### config.mk
export PLATFORM = sky130hd
export DESIGN_NAME = obstacle_engine
export DESIGN_NICKNAME = d
export VERILOG_FILES = /design/src/rtl/dino_pkg.sv /design/src/rtl/lfsr16.sv /design/src/rtl/obstacle_engine.sv
export SDC_FILE = /design/constraint.sdc
export NUM_CORES = 1
export LEC_CHECK = 0
export BUFFER_PORTS_ARGS = -buffer_cell sky130_fd_sc_hd__buf_2
export CORE_MARGIN = 2
export CORE_UTILIZATION = 37
export DETAILED_ROUTE_END_ITERATION = 10
export PLACE_DENSITY = 0.55
export REMOVE_ABC_BUFFERS = 1
export SKIP_CTS_REPAIR_TIMING = 1
export SYNTH_ARGS = -nofsm -noshare
export SYNTH_HDL_FRONTEND = slang
export SYNTH_SLANG_ARGS = --single-unit
### constraint.sdc
create_clock -name clk -period 4.3 [get_ports clk]
set_clock_uncertainty 0.2 [all_clocks]
set_input_delay 0.86 -clock clk [delete_from_list [all_inputs] [get_ports clk]]
set_output_delay 0.86 -clock clk [all_outputs]
set_load 0.02 [all_outputs]
### src/rtl/dino_pkg.sv
// Shared constants for the dino game blocks: FSM encoding, LFSR seed/taps,
// and the spawn/player geometry the controller and obstacle engine agree on.
package dino_pkg;

  typedef enum logic {
    RUN     = 1'b0,
    CRASHED = 1'b1
  } state_e;

  // Fibonacci taps 16,14,13,11 map to bits 15,13,12,10.
  localparam logic [15:0] LFSR_SEED = 16'hACE1;
  localparam logic [15:0] LFSR_TAPS = 16'hB400;

  localparam int DEF_GEN_LINE      = 250;
  localparam int DEF_PLAYER_OFFSET = 6;

  localparam int NUM_SLOTS = 2;
  localparam int SPEED_W   = 4;
  localparam int SPEED_MAX = 8;
  localparam int TIMER_W   = 8;

  function automatic logic [15:0] lfsr_next(input logic [15:0] s);
    return {s[14:0], ^(s & LFSR_TAPS)};
  endfunction

endpackage

### src/rtl/lfsr16.sv
// Free-running 16-bit Fibonacci LFSR; seeded nonzero so it never locks at zero.
module lfsr16
  import dino_pkg::*;
(
  input  logic        clk,
  input  logic        rst_n,
  output logic [15:0] out
);

  logic [15:0] lfsr_q, lfsr_d;

  always_comb lfsr_d = lfsr_next(lfsr_q);

  always_ff @(posedge clk) begin
    if (!rst_n) lfsr_q <= LFSR_SEED;
    else        lfsr_q <= lfsr_d;
  end

  assign out = lfsr_q;

endmodule

### src/rtl/obstacle_engine.sv
// Two-slot obstacle spawner/scroller with collision detect and crash/restart FSM.
// Optional OBSTACLE_SPEEDUP_EN: speed +1 every 512 run frames, capped at 8.
module obstacle_engine
  import dino_pkg::*;
#(
  parameter int CONV          = 0,
  parameter int GEN_LINE      = DEF_GEN_LINE,
  parameter int PLAYER_OFFSET = DEF_PLAYER_OFFSET,
  parameter int HIT_W         = 4,
  parameter int OBST_H        = 12,
  parameter int SPEED_INIT    = 2,
  parameter int MIN_GAP       = 40
) (
  input  logic           clk,
  input  logic           rst_n,
  input  logic           frame_tick,
  input  logic [7:0]     player_y,
  input  logic           button_up,
  output logic [9:CONV]  obstacle1_pos,
  output logic [9:CONV]  obstacle2_pos,
  output logic           crash,
  output logic [15:0]    score
);

  localparam int W      = 10 - CONV;
  localparam int HIT_LO = PLAYER_OFFSET - HIT_W;

  state_e                        state_q, state_d;
  logic [NUM_SLOTS-1:0][W-1:0]   pos_q, pos_d, moved;
  logic [NUM_SLOTS-1:0]          in_win, free;
  logic [SPEED_W-1:0]            speed_q, speed_d;
  logic [TIMER_W-1:0]            timer_q, timer_d;
  logic [15:0]                   score_q, score_d;
  logic [15:0]                   lfsr;
  logic                          hit_now, run_tick, restart, spawn_done;
  logic                          unused_lfsr_hi;

  lfsr16 u_lfsr (
    .clk   (clk),
    .rst_n (rst_n),
    .out   (lfsr)
  );
  assign unused_lfsr_hi = ^lfsr[15:6];

  // Per-slot move (clamped at 0 = despawn) and collision window.
  for (genvar i = 0; i < NUM_SLOTS; i++) begin : g_slot
    assign moved[i]  = (pos_q[i] > W'(speed_q)) ? pos_q[i] - W'(speed_q) : '0;
    assign free[i]   = (moved[i] == '0);
    assign in_win[i] = (pos_q[i] != '0) && (int'(pos_q[i]) > HIT_LO) &&
                       (int'(pos_q[i]) <= PLAYER_OFFSET);
  end

  assign hit_now  = (state_q == RUN) && (|in_win) && (player_y < 8'(OBST_H));
  assign run_tick = (state_q == RUN) && frame_tick;
  assign restart  = (state_q == CRASHED) && button_up;

  // FSM: state register / next state / outputs
  always_ff @(posedge clk) begin
    if (!rst_n) state_q <= RUN;
    else        state_q <= state_d;
  end

  always_comb begin
    state_d = state_q;
    case (state_q)
      RUN:     if (hit_now) state_d = CRASHED;
      CRASHED: if (button_up) state_d = RUN;
      default: state_d = RUN;
    endcase
  end

  always_comb begin
    crash = (state_q == CRASHED);
  end

  // Frame update: move, timer, spawn into lowest free slot, score.
  always_comb begin
    pos_d      = pos_q;
    timer_d    = timer_q;
    score_d    = score_q;
    spawn_done = 1'b0;
    if (restart) begin
      pos_d   = '0;
      timer_d = TIMER_W'(MIN_GAP);
      score_d = '0;
    end else if (run_tick) begin
      pos_d = moved;
      if (timer_q != '0) begin
        timer_d = timer_q - 1'b1;
      end else begin
        for (int i = 0; i < NUM_SLOTS; i++) begin
          if (!spawn_done && free[i]) begin
            pos_d[i]   = W'(GEN_LINE);
            spawn_done = 1'b1;
          end
        end
        // With no free slot the timer stays at 0 so the spawn retries next tick.
        if (spawn_done) timer_d = TIMER_W'(MIN_GAP) + TIMER_W'(lfsr[5:0]);
      end
      if (score_q != '1) score_d = score_q + 1'b1;
    end
  end

`ifdef OBSTACLE_SPEEDUP_EN
  logic [8:0] frame_cnt_q, frame_cnt_d;

  always_comb begin
    speed_d     = speed_q;
    frame_cnt_d = frame_cnt_q;
    if (restart) begin
      speed_d     = SPEED_W'(SPEED_INIT);
      frame_cnt_d = '0;
    end else if (run_tick) begin
      frame_cnt_d = frame_cnt_q + 1'b1;
      if (frame_cnt_q == '1 && speed_q < SPEED_W'(SPEED_MAX)) speed_d = speed_q + 1'b1;
    end
  end

  always_ff @(posedge clk) begin
    if (!rst_n) frame_cnt_q <= '0;
    else        frame_cnt_q <= frame_cnt_d;
  end
`else
  always_comb speed_d = SPEED_W'(SPEED_INIT);
`endif

  always_ff @(posedge clk) begin
    if (!rst_n) begin
      pos_q   <= '0;
      timer_q <= TIMER_W'(MIN_GAP);
      score_q <= '0;
      speed_q <= SPEED_W'(SPEED_INIT);
    end else begin
      pos_q   <= pos_d;
      timer_q <= timer_d;
      score_q <= score_d;
      speed_q <= speed_d;
    end
  end

  assign obstacle1_pos = pos_q[0];
  assign obstacle2_pos = pos_q[1];
  assign score         = score_q;

endmodule

* Word level (Yosys, flattened, before mapping)
Index checks and enable logic that the tools add are counted.
Word-level totals: flip-flop bits (word level) 61, latch bits 0, bits in writable memories 0, memory bits (read-only) 0, word-level logic and storage cells 60, memories 0
Cells by class: add/sub/neg operators 5, multiply operators 0, divide/modulo/power cells 0, magnitude comparators 7, equal/unequal tests 1, shift operators 0, mux-type cells 18, bitwise operators 2, reduce and logical (&&, ||, !) cells 21
Operators by type and width (count):
- $gt 10x2->1 const B | 4
- $mux 10 | 4
- $le 10x3->1 const B | 2
- $logic_not 10->1 | 2
- $mux 20 | 1
- $reduce_bool 10->1 | 2
- $sub 10x2->10 const B | 2
- $add 16x1->16 const B | 1
- $mux 8 | 2
- $ne 16x16->1 const B | 1
- $reduce_xor 16->1 | 1
- $mux 1 | 10
- $logic_and 1x1->1 | 9
- $lt 8x4->1 const B | 1
- $reduce_bool 8->1 | 1
- $sub 8x1->8 const B | 1
- $add 6x6->7 const A | 1
- $reduce_and 2->1 | 2
- $reduce_or 2->1 | 2
- $not 1->1 | 2
- $pmux 1 s2 | 1
- $reduce_bool 2->1 | 1
- $logic_not 1->1 | 1

* Longest topological paths before layout
Gate-level depths: netlist of run 1.
depth after elaboration 15, gate-level depth with buffers 9, gate-level depth less buffers 8

* By module
Synthesis of run 1 repeated with hierarchy kept, for this count alone.
Unflattened totals: cells, all modules 393, area total of the unflattened synthesis 3352.0 um2
Modules (own cells, without submodules):
- obstacle_engine | instances 1, cells each 342, area an instance 2787.7 um2
- lfsr16 | instances 1, cells each 51, area an instance 564.3 um2

* Least setup slack after synthesis of run 1
Ideal clock, no wire load.
path type register -> register, start register pos_q, in the netlist obstacle1_pos[1], end register timer_q[0], library setup time 0.128 ns, arrival time 2.393 ns, data required time 3.972 ns, path slack 1.580 ns, cell stages (with the launch flop) 9, clock period less this slack 2.720 ns, path through dfxtp_1 -> inv_1 -> ha_1 -> or3b_1 -> or4_1 -> and4_4 -> or4b_4 -> nand3_2 -> o32ai_1
Between the ends: word-level cells in the longest chain between the ends 15
Ends and longest elaborated chain:
- start: declaration | RTL line obstacle_engine.sv:29 | logic [NUM_SLOTS-1:0][W-1:0] pos_q, pos_d, moved;
- start signal: assignment | RTL line obstacle_engine.sv:134 | pos_q <= pos_d;
- $sub 10x2->10 or $gt 10x2->1 (tied branches) | RTL line obstacle_engine.sv:47 | assign moved[i] = (pos_q[i] > W'(speed_q)) ? pos_q[i] - W'(speed_q) : '0;
- $mux 10 * | RTL line obstacle_engine.sv:47
- $logic_not 10->1 * | RTL line obstacle_engine.sv:48 | assign free[i] = (moved[i] == '0);
- $mux 1 * | RTL line obstacle_engine.sv:92 | if (!spawn_done && free[i]) begin
- $mux 1 * | RTL line obstacle_engine.sv:88 | if (timer_q != '0) begin
- $mux 1 * | RTL line obstacle_engine.sv:86 | end else if (run_tick) begin
- $mux 1 * | RTL line obstacle_engine.sv:82 | if (restart) begin
- $logic_not 1->1 | RTL line obstacle_engine.sv:92
- $logic_and 1x1->1 | RTL line obstacle_engine.sv:92
- $mux 1 * | RTL line obstacle_engine.sv:92
- $mux 1 * | RTL line obstacle_engine.sv:88
- $mux 1 * | RTL line obstacle_engine.sv:86
- $mux 1 * | RTL line obstacle_engine.sv:82
- $reduce_bool 2->1 (no line) *
- $reduce_and 2->1 (no line) *
- end signal: assignment | RTL line obstacle_engine.sv:130 | timer_q <= TIMER_W'(MIN_GAP);
- end signal: assignment | RTL line obstacle_engine.sv:135 | timer_q <= timer_d;
- end: declaration | RTL line obstacle_engine.sv:32 | logic [TIMER_W-1:0] timer_q, timer_d;
Mark *: on every way between the ends. The rest lies on a longest branch, timed or not. The select of a mux whose other input is x is not followed. A chain may end at the register's enable or synchronous reset.

* Worst setup path in the final report of run 1
start register pos_q, in the netlist obstacle1_pos[5], end register timer_q[3]
Same word-level chain as after synthesis.

==> reports/metrics.cfg, run 1 <==
[outcome]
status = finished, final reports clean

[setup_path]
crit_path_top_delay_cell = a2111oi_4
slowest_delay_ns = 0.80
crit_required_ns = 4.37
cp_max_fo = 14
endpoint_kind = flip-flop
crit_family = compound AO/OA/AOI/OAI gates
worstPathArrival_ns = 3.03
crit_path_start_kind = flip-flop
cp_num_buf_inv = 0
cp_cell_sequence = or4_1 -> a2111oi_4 -> o21ai_1 -> a211oi_1 -> o22a_1
critical_path_class = flip-flop to flip-flop

[power_and_ir_drop]
p_per_area_nw_per_um2 = 670.2
p_leak_nw = 1.441
peakVddDrop_mv = 0.1769

[sta]
fmax_mhz = 338.5
worst_slew_pin_slew_ns = 0.8067
period_share = 0.6869
tns_ns = 0
slew_headroom = 0.4622
finalMaxSlewViolations = 0
setup_viol = 0
finalHoldViolations = 0
rsz0062_at_grt = false
period_minus_slack_ns = 2.954
holdWs_ns = 0.2069

[clock_tree]
clock-sinks = 61
cts-root-buf = clkbuf_8
clk_latency_ns = 0.33
tritoncts = yes
path_clk_slew_ns = 0.07
clock_path_buffers = 2
numCtsBuffers = 9
htreeDepth = 3

[finish]
fin_nets = 421
fin_area_um2 = 3567
num_antenna_cells = 0
register_area_um2 = 1221
area_delta_synth_final_pct = 18.05
multi_input_area_um2 = 1703
final_cells = 508
fillers = 775
layout-drive-gt1-share = 0.1798

[synthesis]
ys.flop_type = dfxtp_1
yosysUniqueCellTypes = 53
netlist_instances = 360
yosysSeqAreaShare = 0.4041
syn_area_um2 = 3022
async_flop_share = 0
synth_seq_cells = 61
synth_edf_count = 0
yosys_warnings = 0
avgSynthCellArea_um2 = 8.393

[placement]
dp_hpwl_mm = 4.629
dpl_cell_area_um2 = 3334
dp_cells = 493
gp_congestion = 0.8140
placement.io_buffers = 46

[global_route]
grt.overflow.total = 0
use_met2 = 0.2470
grt_usage = 0.1635
globalRouteMet1Util = 0.2261
grt_pass1_vias = 2493
antenna_found_initial = 0
grt_pass1_wl_mm = 11.67
grt_max_degree = 26
top_usage_layer = met2
met3_usage = 0.04070

[die]
dieWidth_um = 94.37
initial_core_util = 0.3870
ioPinCount = 49
die_y_um = 94.37
rows = 32
coreArea_um2 = 7807
die_area_um2 = 8906

[drt]
drt_wl_total_mm = 6.706
drc = 0
dr.pass1.iters = 4
wire_per_inst_um = 13.20
ant_nets = 0
drtIter0Drc = 105
avgViaCountPerCell = 5.258
dr_total_vias = 2671

[min_path]
hold_path.class = flip-flop to flip-flop

[run]
cap_violations = 0

[metrics by stage]
stage               total power [mW]  worst slack [ns]    util
detailed placement             1.817             1.398  0.4271
global route                   2.600             1.141  0.4569
finish                         2.391             1.346  0.4569
floorplan                      1.560             1.534       -
CTS                            2.414             1.355  0.4569
global placement               1.806             1.368  0.4271
[cells in the mapped netlist (9+ instances only)]
| cell | instances | area (µm²) |
|---|---|---|
| nor3_1 | 13 | 65.06 |
| a21oi_1 | 26 | 130.1 |
| and2_1 | 13 | 81.33 |
| or4_1 | 9 | 67.56 |
| o21ai_0 | 20 | 100.1 |
| nor2_1 | 43 | 161.4 |
| nand3_1 | 10 | 50.05 |
| clkbuf_1 | 14 | 52.55 |
| nand2_1 | 27 | 101.4 |
| xnor2_1 | 10 | 87.58 |
| nand2b_1 | 10 | 62.56 |
| dfxtp_1 | 61 | 1221 |
| xor2_1 | 13 | 113.9 |
[cell type report]
cell class                 instances  share of cell area
clock buffer                      12             0.04630
clock inverter                     3             0.01894
inverter                           8            0.008418
multi-input combinational        273              0.4774
sequential                        61              0.3423
tap                              102             0.03578
timing repair buffer              49             0.07085
[final timing paths]
path	from	slack, ns	cells after the start	endpoint
worst max register to register	obstacle1_pos[5]$_SDFFE_PP0P_	1.35	5	timer_q[3]$_SDFFE_PP1P_
worst min register to register	u_lfsr.out[9]$_SDFF_PN0_	0.21	1	u_lfsr.out[10]$_SDFF_PN1_
worst max-delay path	obstacle1_pos[5]$_SDFFE_PP0P_	1.35	5	timer_q[3]$_SDFFE_PP1P_
worst min-delay path	u_lfsr.out[9]$_SDFF_PN0_	0.21	1	u_lfsr.out[10]$_SDFF_PN1_
[state kept, by name, indices dropped and copies added (netlist names)]
register / count
u_lfsr.out: 16
obstacle2_pos: 10
score: 16
crash: 1
timer_q: 8
obstacle1_pos: 10
[cell usage in the layout, fill, tap and decap left out, types with 2 or more instances in the layout]
cell / synthesis / layout
a211oi_1: 4 / 4
a21oi_1: 26 / 26
a22oi_1: 3 / 3
a311o_1: 2 / 2
a32oi_1: 2 / 2
and2_1: 13 / 13
and3_1: 2 / 2
and4_1: 6 / 6
buf_2: 0 / 46
buf_4: 0 / 3
bufinv_16: 0 / 2
clkbuf_8: 0 / 12
dfxtp_1: 61 / 61
ha_1: 7 / 7
inv_1: 8 / 8
nand2_1: 27 / 27
nand2b_1: 10 / 10
nand3_1: 10 / 10
nand4_1: 3 / 3
nor2_1: 43 / 43
nor2b_1: 3 / 3
nor3_1: 13 / 13
nor3b_1: 4 / 4
nor4_1: 5 / 5
nor4b_1: 3 / 3
o211ai_1: 2 / 2
o21a_1: 2 / 2
o21ai_0: 20 / 20
o21ai_1: 2 / 2
o22a_1: 2 / 2
o31ai_1: 3 / 3
or2_2: 2 / 2
or3_1: 3 / 3
or4_1: 9 / 9
xnor2_1: 10 / 10
xor2_1: 13 / 13
[layer usage]
layer	vias up	part of all wire
met5	-	0
met4	0	0.011
met3	6	0.039
met2	48	0.44
met1	1243	0.51
li1	1374	-
[where the power goes]
group / switching (mW) / internal, mW
registers: 0.130 / 0.653
logic: 0.613 / 0.408
clock network: 0.215 / 0.371
[cells by family (layout without fill, tap and decap cells)]
group / Yosys count / after routing / synth area share
mux: 1 / 1 / 0.003313
buf+inv: 26 / 72 / 0.03230
fa+ha+maj: 7 / 7 / 0.02898
simple gates: 163 / 163 / 0.2932
compound gates: 79 / 79 / 0.1714
flops: 61 / 61 / 0.4041
xor+xnor: 23 / 23 / 0.06667
Note: power is estimated with default switching activity, not from simulation.
==> run 2, diff against run 1 <==
--- a/config.mk
+++ b/config.mk
@@ -9,7 +9,7 @@
 export CORE_MARGIN = 2
 export CORE_UTILIZATION = 37
 export DETAILED_ROUTE_END_ITERATION = 10
-export PLACE_DENSITY = 0.55
+export PLACE_DENSITY = 0.57
 export REMOVE_ABC_BUFFERS = 1
 export SKIP_CTS_REPAIR_TIMING = 1
 export SYNTH_ARGS = -nofsm -noshare
==> constraint.sdc (replaced) <==
create_clock -name clk -period 2.7 [get_ports clk]
set_clock_uncertainty 0.2 [all_clocks]
set_input_delay 0.54 -clock clk [delete_from_list [all_inputs] [get_ports clk]]
set_output_delay 0.54 -clock clk [all_outputs]
set_load 0.02 [all_outputs]
==> run 2 against run 1 <==
Maximum frequency is 13% higher. Sequential share of layout area is 1.2 points lower. Cell count is 4.3% higher. Hold slack better by 0.0066 ns. Total power is 67% higher. Routed wire length is 5.6% higher. First-iteration DRC count is 2.9% higher. Clock power is 39% higher. Die area stayed put. Largest power group unchanged. Clock-buffer cell count is 2 lower. Global-route usage is 0.93 points higher. Via count is 4.0% higher.
==> reports/metrics.cfg, run 2 (synthesis results as in run 1) <==
[drt]
ant_nets = 0  ; unchanged
avgViaCountPerCell = 5.240  ; -0.35%
drtIter0Drc = 108  ; +2.9%
drc = 0  ; unchanged
dr.pass1.iters = 4  ; unchanged
drt_wl_total_mm = 7.080  ; +5.6%
wire_per_inst_um = 13.36  ; +1.2%
dr_total_vias = 2777  ; +4.0%

[placement]
placement.io_buffers = 46  ; unchanged
dpl_cell_area_um2 = 3492  ; +4.7%
gp_congestion = 0.8445  ; +3.7%
dp_hpwl_mm = 4.961  ; +7.2%

[finish]
fillers = 809  ; +4.4%
final_common_cell = dfxtp_1
fin_nets = 442  ; +5.0%
area_delta_synth_final_pct = 22.69
layout-drive-gt1-share = 0.2290  ; +0.04917
fin_util = 0.4748  ; +0.01795
num_antenna_cells = 0  ; unchanged
fin_area_um2 = 3707  ; +3.9%
mostFrequentLayoutCells = 59 x dfxtp_1, 46 x buf_2, 43 x nor2_1

[power_and_ir_drop]
peakVddDrop_mv = 0.3634  ; +110%
p_switching_mw = 1.630  ; +70%
p_leak_nw = 1.527  ; +6.0%
power.internal_mw = 2.359  ; +65%
p_per_area_nw_per_um2 = 1076  ; +61%
p_sw_frac = 0.4086  ; +0.007596
pwr-share-clk = 0.204  ; -0.041
pwr-share-seq = 0.299  ; -0.029
pwr-share-comb = 0.497  ; +0.070

[sta]
period_minus_slack_ns = 2.615  ; -0.3388 ns
fmax_mhz = 382.4  ; +13%
period_share = 0.9685  ; +0.2816
setup_viol = 0  ; unchanged
worst_slew_pin_slew_ns = 0.4480  ; -0.3587 ns
finalMaxSlewViolations = 0  ; unchanged
slew_headroom = 0.7006  ; +0.2384
finalHoldViolations = 0  ; unchanged

[setup_path]
crit_required_ns = 2.70  ; -1.67 ns
r2r-end = timer_q[1]$_SDFFE_PP0P_
crit_path_start_kind = flip-flop
timing.rr.start = obstacle1_pos[2]$_SDFFE_PP0P_
endpoint_kind = flip-flop
critical_path_class = flip-flop to flip-flop
worstPathArrival_ns = 2.61  ; -0.42 ns
r2r_setup_slack_ns = 0.08  ; -1.26 ns
cp_max_fo = 4  ; -10
rr_worst_depth = 8  ; +3

[clock_tree]
clock_path_buffers = 2  ; unchanged
path_clk_slew_ns = 0.07  ; about the same
clk_latency_ns = 0.33  ; about the same
htreeDepth = 3  ; unchanged
clock-sinks = 61  ; unchanged
cts-root-buf = clkbuf_8
tritoncts = yes
numCtsBuffers = 9  ; unchanged

[die]
die_y_um = 94.37  ; unchanged
die_area_um2 = 8906  ; unchanged
rows = 32  ; unchanged
coreArea_um2 = 7807  ; unchanged
ioPinCount = 49  ; unchanged
dieWidth_um = 94.37  ; unchanged
initial_core_util = 0.3870  ; unchanged

[global_route]
grt_pass1_vias = 2564  ; +2.8%
grt_usage = 0.1728  ; +0.009296
grt.overflow.total = 0  ; unchanged
grt_max_degree = 25  ; -3.8%
grt_pass1_wl_mm = 12.21  ; +4.6%
antenna_found_initial = 0  ; unchanged

[outcome]
status = finished, final reports clean

[min_path]
min_to = u_lfsr.out[10]$_SDFF_PN1_
hold_path.class = flip-flop to flip-flop
min_from = u_lfsr.out[9]$_SDFF_PN0_
hold-path-cell-count = 1  ; unchanged

[run]
cap_violations = 0  ; unchanged

run 2: area by class of cell:
type / instances / area [µm²] / share of cell area
clock buffer: 10 / 137.6 / 0.03712
inverter: 8 / 30.03 / 0.008100
sequential: 61 / 1224 / 0.3301
tap: 102 / 127.6 / 0.03442
clock inverter: 6 / 62.56 / 0.01687
timing repair buffer: 70 / 410.4 / 0.1107
multi-input combinational: 273 / 1715 / 0.4627
run 2: per-stage QoR:
stage / hold slack, ns / setup TNS, ns / instances / power (mW) / setup WS [ns]
6_report: 0.2136 / 0 / 530 / 3.989 / 0.08496
4_1_cts: 0.2166 / 0 / 530 / 4.021 / 0.09711
2_1_floorplan: 0.1863 / -0.1099 / 342 / 2.484 / -0.05556
3_3_place_gp: 0.1923 / 0 / 514 / 3.160 / 0.1374
5_1_grt: 0.2198 / -0.02258 / 530 / 4.348 / -0.01452
3_5_place_dp: 0.1965 / 0 / 514 / 3.184 / 0.1102
run 2: critical path: stages, from the launching register on:
cell and delay (ns):
dfxtp_1 0.31, inv_1 0.07, ha_1 0.16, or3b_1 0.36
or4_1 0.42, and4_4 0.21, or4b_4 0.52, a21oi_1 0.17
a311oi_1 0.06
run 2: worst max path at each step:
| stage | end | start | cells past startpoint |
|---|---|---|---|
| final | timer_q[1]$_SDFFE_PP0P_ | obstacle1_pos[2]$_SDFFE_PP0P_ | 8 |
| after global routing | timer_q[1]$_SDFFE_PP0P_ | obstacle1_pos[2]$_SDFFE_PP0P_ | 8 |
| after CTS | timer_q[0]$_SDFFE_PP0P_ | obstacle1_pos[2]$_SDFFE_PP0P_ | 8 |
| after detailed placement | timer_q[0]$_SDFFE_PP0P_ | obstacle1_pos[2]$_SDFFE_PP0P_ | 8 |
| after global placement | timer_q[0]$_SDFFE_PP0P_ | obstacle1_pos[2]$_SDFFE_PP0P_ | 8 |
| after floorplan | timer_q[1]$_SDFFE_PP0P_ | obstacle1_pos[1]$_SDFFE_PP0P_ | 8 |
run 2: metal layers:
layer | vias up | routed length, µm | GRT usage
met5 | - | 0 | 0
met4 | 0 | 99 | 0.07971
met3 | 7 | 216 | 0.02634
met2 | 51 | 3226 | 0.2625
met1 | 1302 | 3538 | 0.2415
li1 | 1417 | - | -
run 2: power by group through the flow:
stage | Clock, mW | Combinational, mW | Sequential, mW
finish | 0.815 | 1.98 | 1.19
global placement | 0 | 1.95 | 1.21
detailed placement | 0 | 1.97 | 1.21
floorplan | 0 | 1.13 | 1.36
global route | 0.891 | 2.24 | 1.22
CTS | 0.847 | 1.98 | 1.19
==> run 3, diff against run 2 <==
--- a/config.mk
+++ b/config.mk
@@ -9,6 +9,7 @@
 export CORE_MARGIN = 2
 export CORE_UTILIZATION = 37
 export DETAILED_ROUTE_END_ITERATION = 10
+export MAX_ROUTING_LAYER = met4
 export PLACE_DENSITY = 0.57
 export REMOVE_ABC_BUFFERS = 1
 export SKIP_CTS_REPAIR_TIMING = 1
==> run 3 against run 2 <==
Via count is essentially flat. Final area is the same. Worst setup slack is essentially flat. Utilization is the same. Total power is essentially flat. Clock power is essentially flat. Sequential power is essentially flat. Combinational power is essentially flat. Critical endpoint unchanged. Largest cell class unchanged. Largest power group unchanged.
==> reports/metrics.cfg, run 3 (synthesis results as in run 1) <==
[finish]
mostFrequentLayoutCells = 59 x dfxtp_1, 46 x buf_2, 43 x nor2_1
layout-drive-gt1-share = 0.2290  ; unchanged
final_common_cell = dfxtp_1
area_delta_synth_final_pct = 22.69  ; unchanged
fin_nets = 442  ; unchanged
num_antenna_cells = 0  ; unchanged
fin_util = 0.4748  ; unchanged
fillers = 809  ; unchanged

[setup_path]
crit_required_ns = 2.70  ; about the same
crit_path_top_delay_cell = or4b_4
startpoint = obstacle1_pos[2]$_SDFFE_PP0P_
worstPathArrival_ns = 2.61  ; about the same
r2r-end = timer_q[1]$_SDFFE_PP0P_
crit_end = timer_q[1]$_SDFFE_PP0P_
cp_cell_sequence = inv_1 -> ha_1 -> or3b_1 -> or4_1 -> and4_4 -> or4b_4 -> a21oi_1 -> a311oi_1
endpoint_kind = flip-flop
cp_max_fo = 4  ; unchanged
slowest_delay_ns = 0.52  ; about the same
critical_path_class = flip-flop to flip-flop
r2r_setup_slack_ns = 0.08  ; about the same
rr_worst_depth = 8  ; unchanged
timing.rr.start = obstacle1_pos[2]$_SDFFE_PP0P_
crit_path_start_kind = flip-flop

[sta]
fmax_mhz = 382.4  ; about the same
finalMaxSlewViolations = 0  ; unchanged
holdWs_ns = 0.2136  ; unchanged
period_minus_slack_ns = 2.615  ; -0.000007100 ns
finalWorstSetupSlack_ns = 0.08497  ; +0.000007100 ns
period_share = 0.9685  ; about the same
setup_viol = 0  ; unchanged
worst_slew_pin_slew_ns = 0.4479  ; -0.0001159 ns
slew_headroom = 0.7007  ; about the same
tns_ns = 0  ; unchanged
finalHoldViolations = 0  ; unchanged

[clock_tree]
numCtsBuffers = 9  ; unchanged
htreeDepth = 3  ; unchanged
tritoncts = yes
clk_latency_ns = 0.33  ; about the same
path_clk_slew_ns = 0.07  ; about the same
clock_path_buffers = 2  ; unchanged
cts-root-buf = clkbuf_8
clock-sinks = 61  ; unchanged

[die]
coreArea_um2 = 7807  ; unchanged
dieWidth_um = 94.37  ; unchanged
die_y_um = 94.37  ; unchanged
rows = 32  ; unchanged
die_area_um2 = 8906  ; unchanged
initial_core_util = 0.3870  ; unchanged
ioPinCount = 49  ; unchanged

[power_and_ir_drop]
p_per_area_nw_per_um2 = 1076  ; about the same
power_mw = 3.990  ; about the same
p_leak_nw = 1.527  ; unchanged
peakVddDrop_mv = 0.3634  ; about the same

[global_route]
antenna_found_initial = 0  ; unchanged
grt_max_degree = 25  ; unchanged
grt.overflow.total = 0  ; unchanged
grt_usage = 0.1778  ; +0.005018
grt_pass1_vias = 2572  ; +0.31%
grt_pass1_wl_mm = 12.20  ; about the same

[drt]
drtIter0Drc = 110  ; +1.9%
dr.pass1.iters = 4  ; unchanged
avgViaCountPerCell = 5.238  ; about the same
wire_per_inst_um = 13.36  ; about the same
ant_nets = 0  ; unchanged
drc = 0  ; unchanged
dr_total_vias = 2776  ; -0.036%
drt_wl_total_mm = 7.079  ; about the same

[outcome]
status = finished, final reports clean

[placement]
dp_hpwl_mm = 4.961  ; unchanged
placement.io_buffers = 46  ; unchanged
pre_cts_slack_ns = 0.1102  ; unchanged
gp_congestion = 0.8577  ; +1.6%

[min_path]
hold-path-cell-count = 1  ; unchanged
hold_path.class = flip-flop to flip-flop

[run]
cap_violations = 0  ; unchanged

## run 3: cell counts in the layout (fill, tap and decap cells not counted)
Identical to the previous run, type by type.
## run 3: worst min path at each step
stage	start	endpoint
2_1_floorplan	u_lfsr.out[9]$_SDFF_PN0_	u_lfsr.out[10]$_SDFF_PN1_
5_1_grt	u_lfsr.out[9]$_SDFF_PN0_	u_lfsr.out[10]$_SDFF_PN1_
4_1_cts	u_lfsr.out[9]$_SDFF_PN0_	u_lfsr.out[10]$_SDFF_PN1_
3_5_place_dp	u_lfsr.out[9]$_SDFF_PN0_	u_lfsr.out[10]$_SDFF_PN1_
3_3_place_gp	u_lfsr.out[14]$_SDFF_PN0_	u_lfsr.out[15]$_SDFF_PN1_
6_report	u_lfsr.out[9]$_SDFF_PN0_	u_lfsr.out[10]$_SDFF_PN1_
## run 3: worst max-delay path: cells and delay by family (launching register included)
kind | cells | cell delay [ns]
adders and majority gates | 1 | 0.16
buffers and inverters | 1 | 0.07
DFF | 1 | 0.31
AOI/OAI and AO/OA | 2 | 0.23
and+or+nand+nor | 4 | 1.51
## run 3: power by group
group	internal (mW)	switching, mW
registers	1.04	0.151
clock network	0.448	0.368
logic	0.869	1.11
total	2.36	1.63
## run 3: cell type report
type                    instances  area (µm²)  share of cell area
clock inverters                 6       62.56             0.01687
repair buffers                 70       410.4              0.1107
clock buffers                  10       137.6             0.03712
multi-input cells             273        1715              0.4627
inverters                       8       30.03            0.008100
flip-flops and latches         61        1224              0.3301
well taps                     102       127.6             0.03442
## run 3: through the flow
stage | std cells | instance area [µm²]
6_report | 530 | 3707
5_1_grt | 530 | 3707
4_1_cts | 530 | 3692
3_5_place_dp | 514 | 3492
3_3_place_gp | 514 | 3492
2_1_floorplan | 342 | 2954
## run 3: per-layer routing
layer  global-route usage  share of wire  routed length [µm]
met1               0.2415           0.50                3513
met2               0.2625           0.46                3221
met3              0.02634          0.034                 242
met4              0.07971          0.014                 102
met5                    -              0                   0
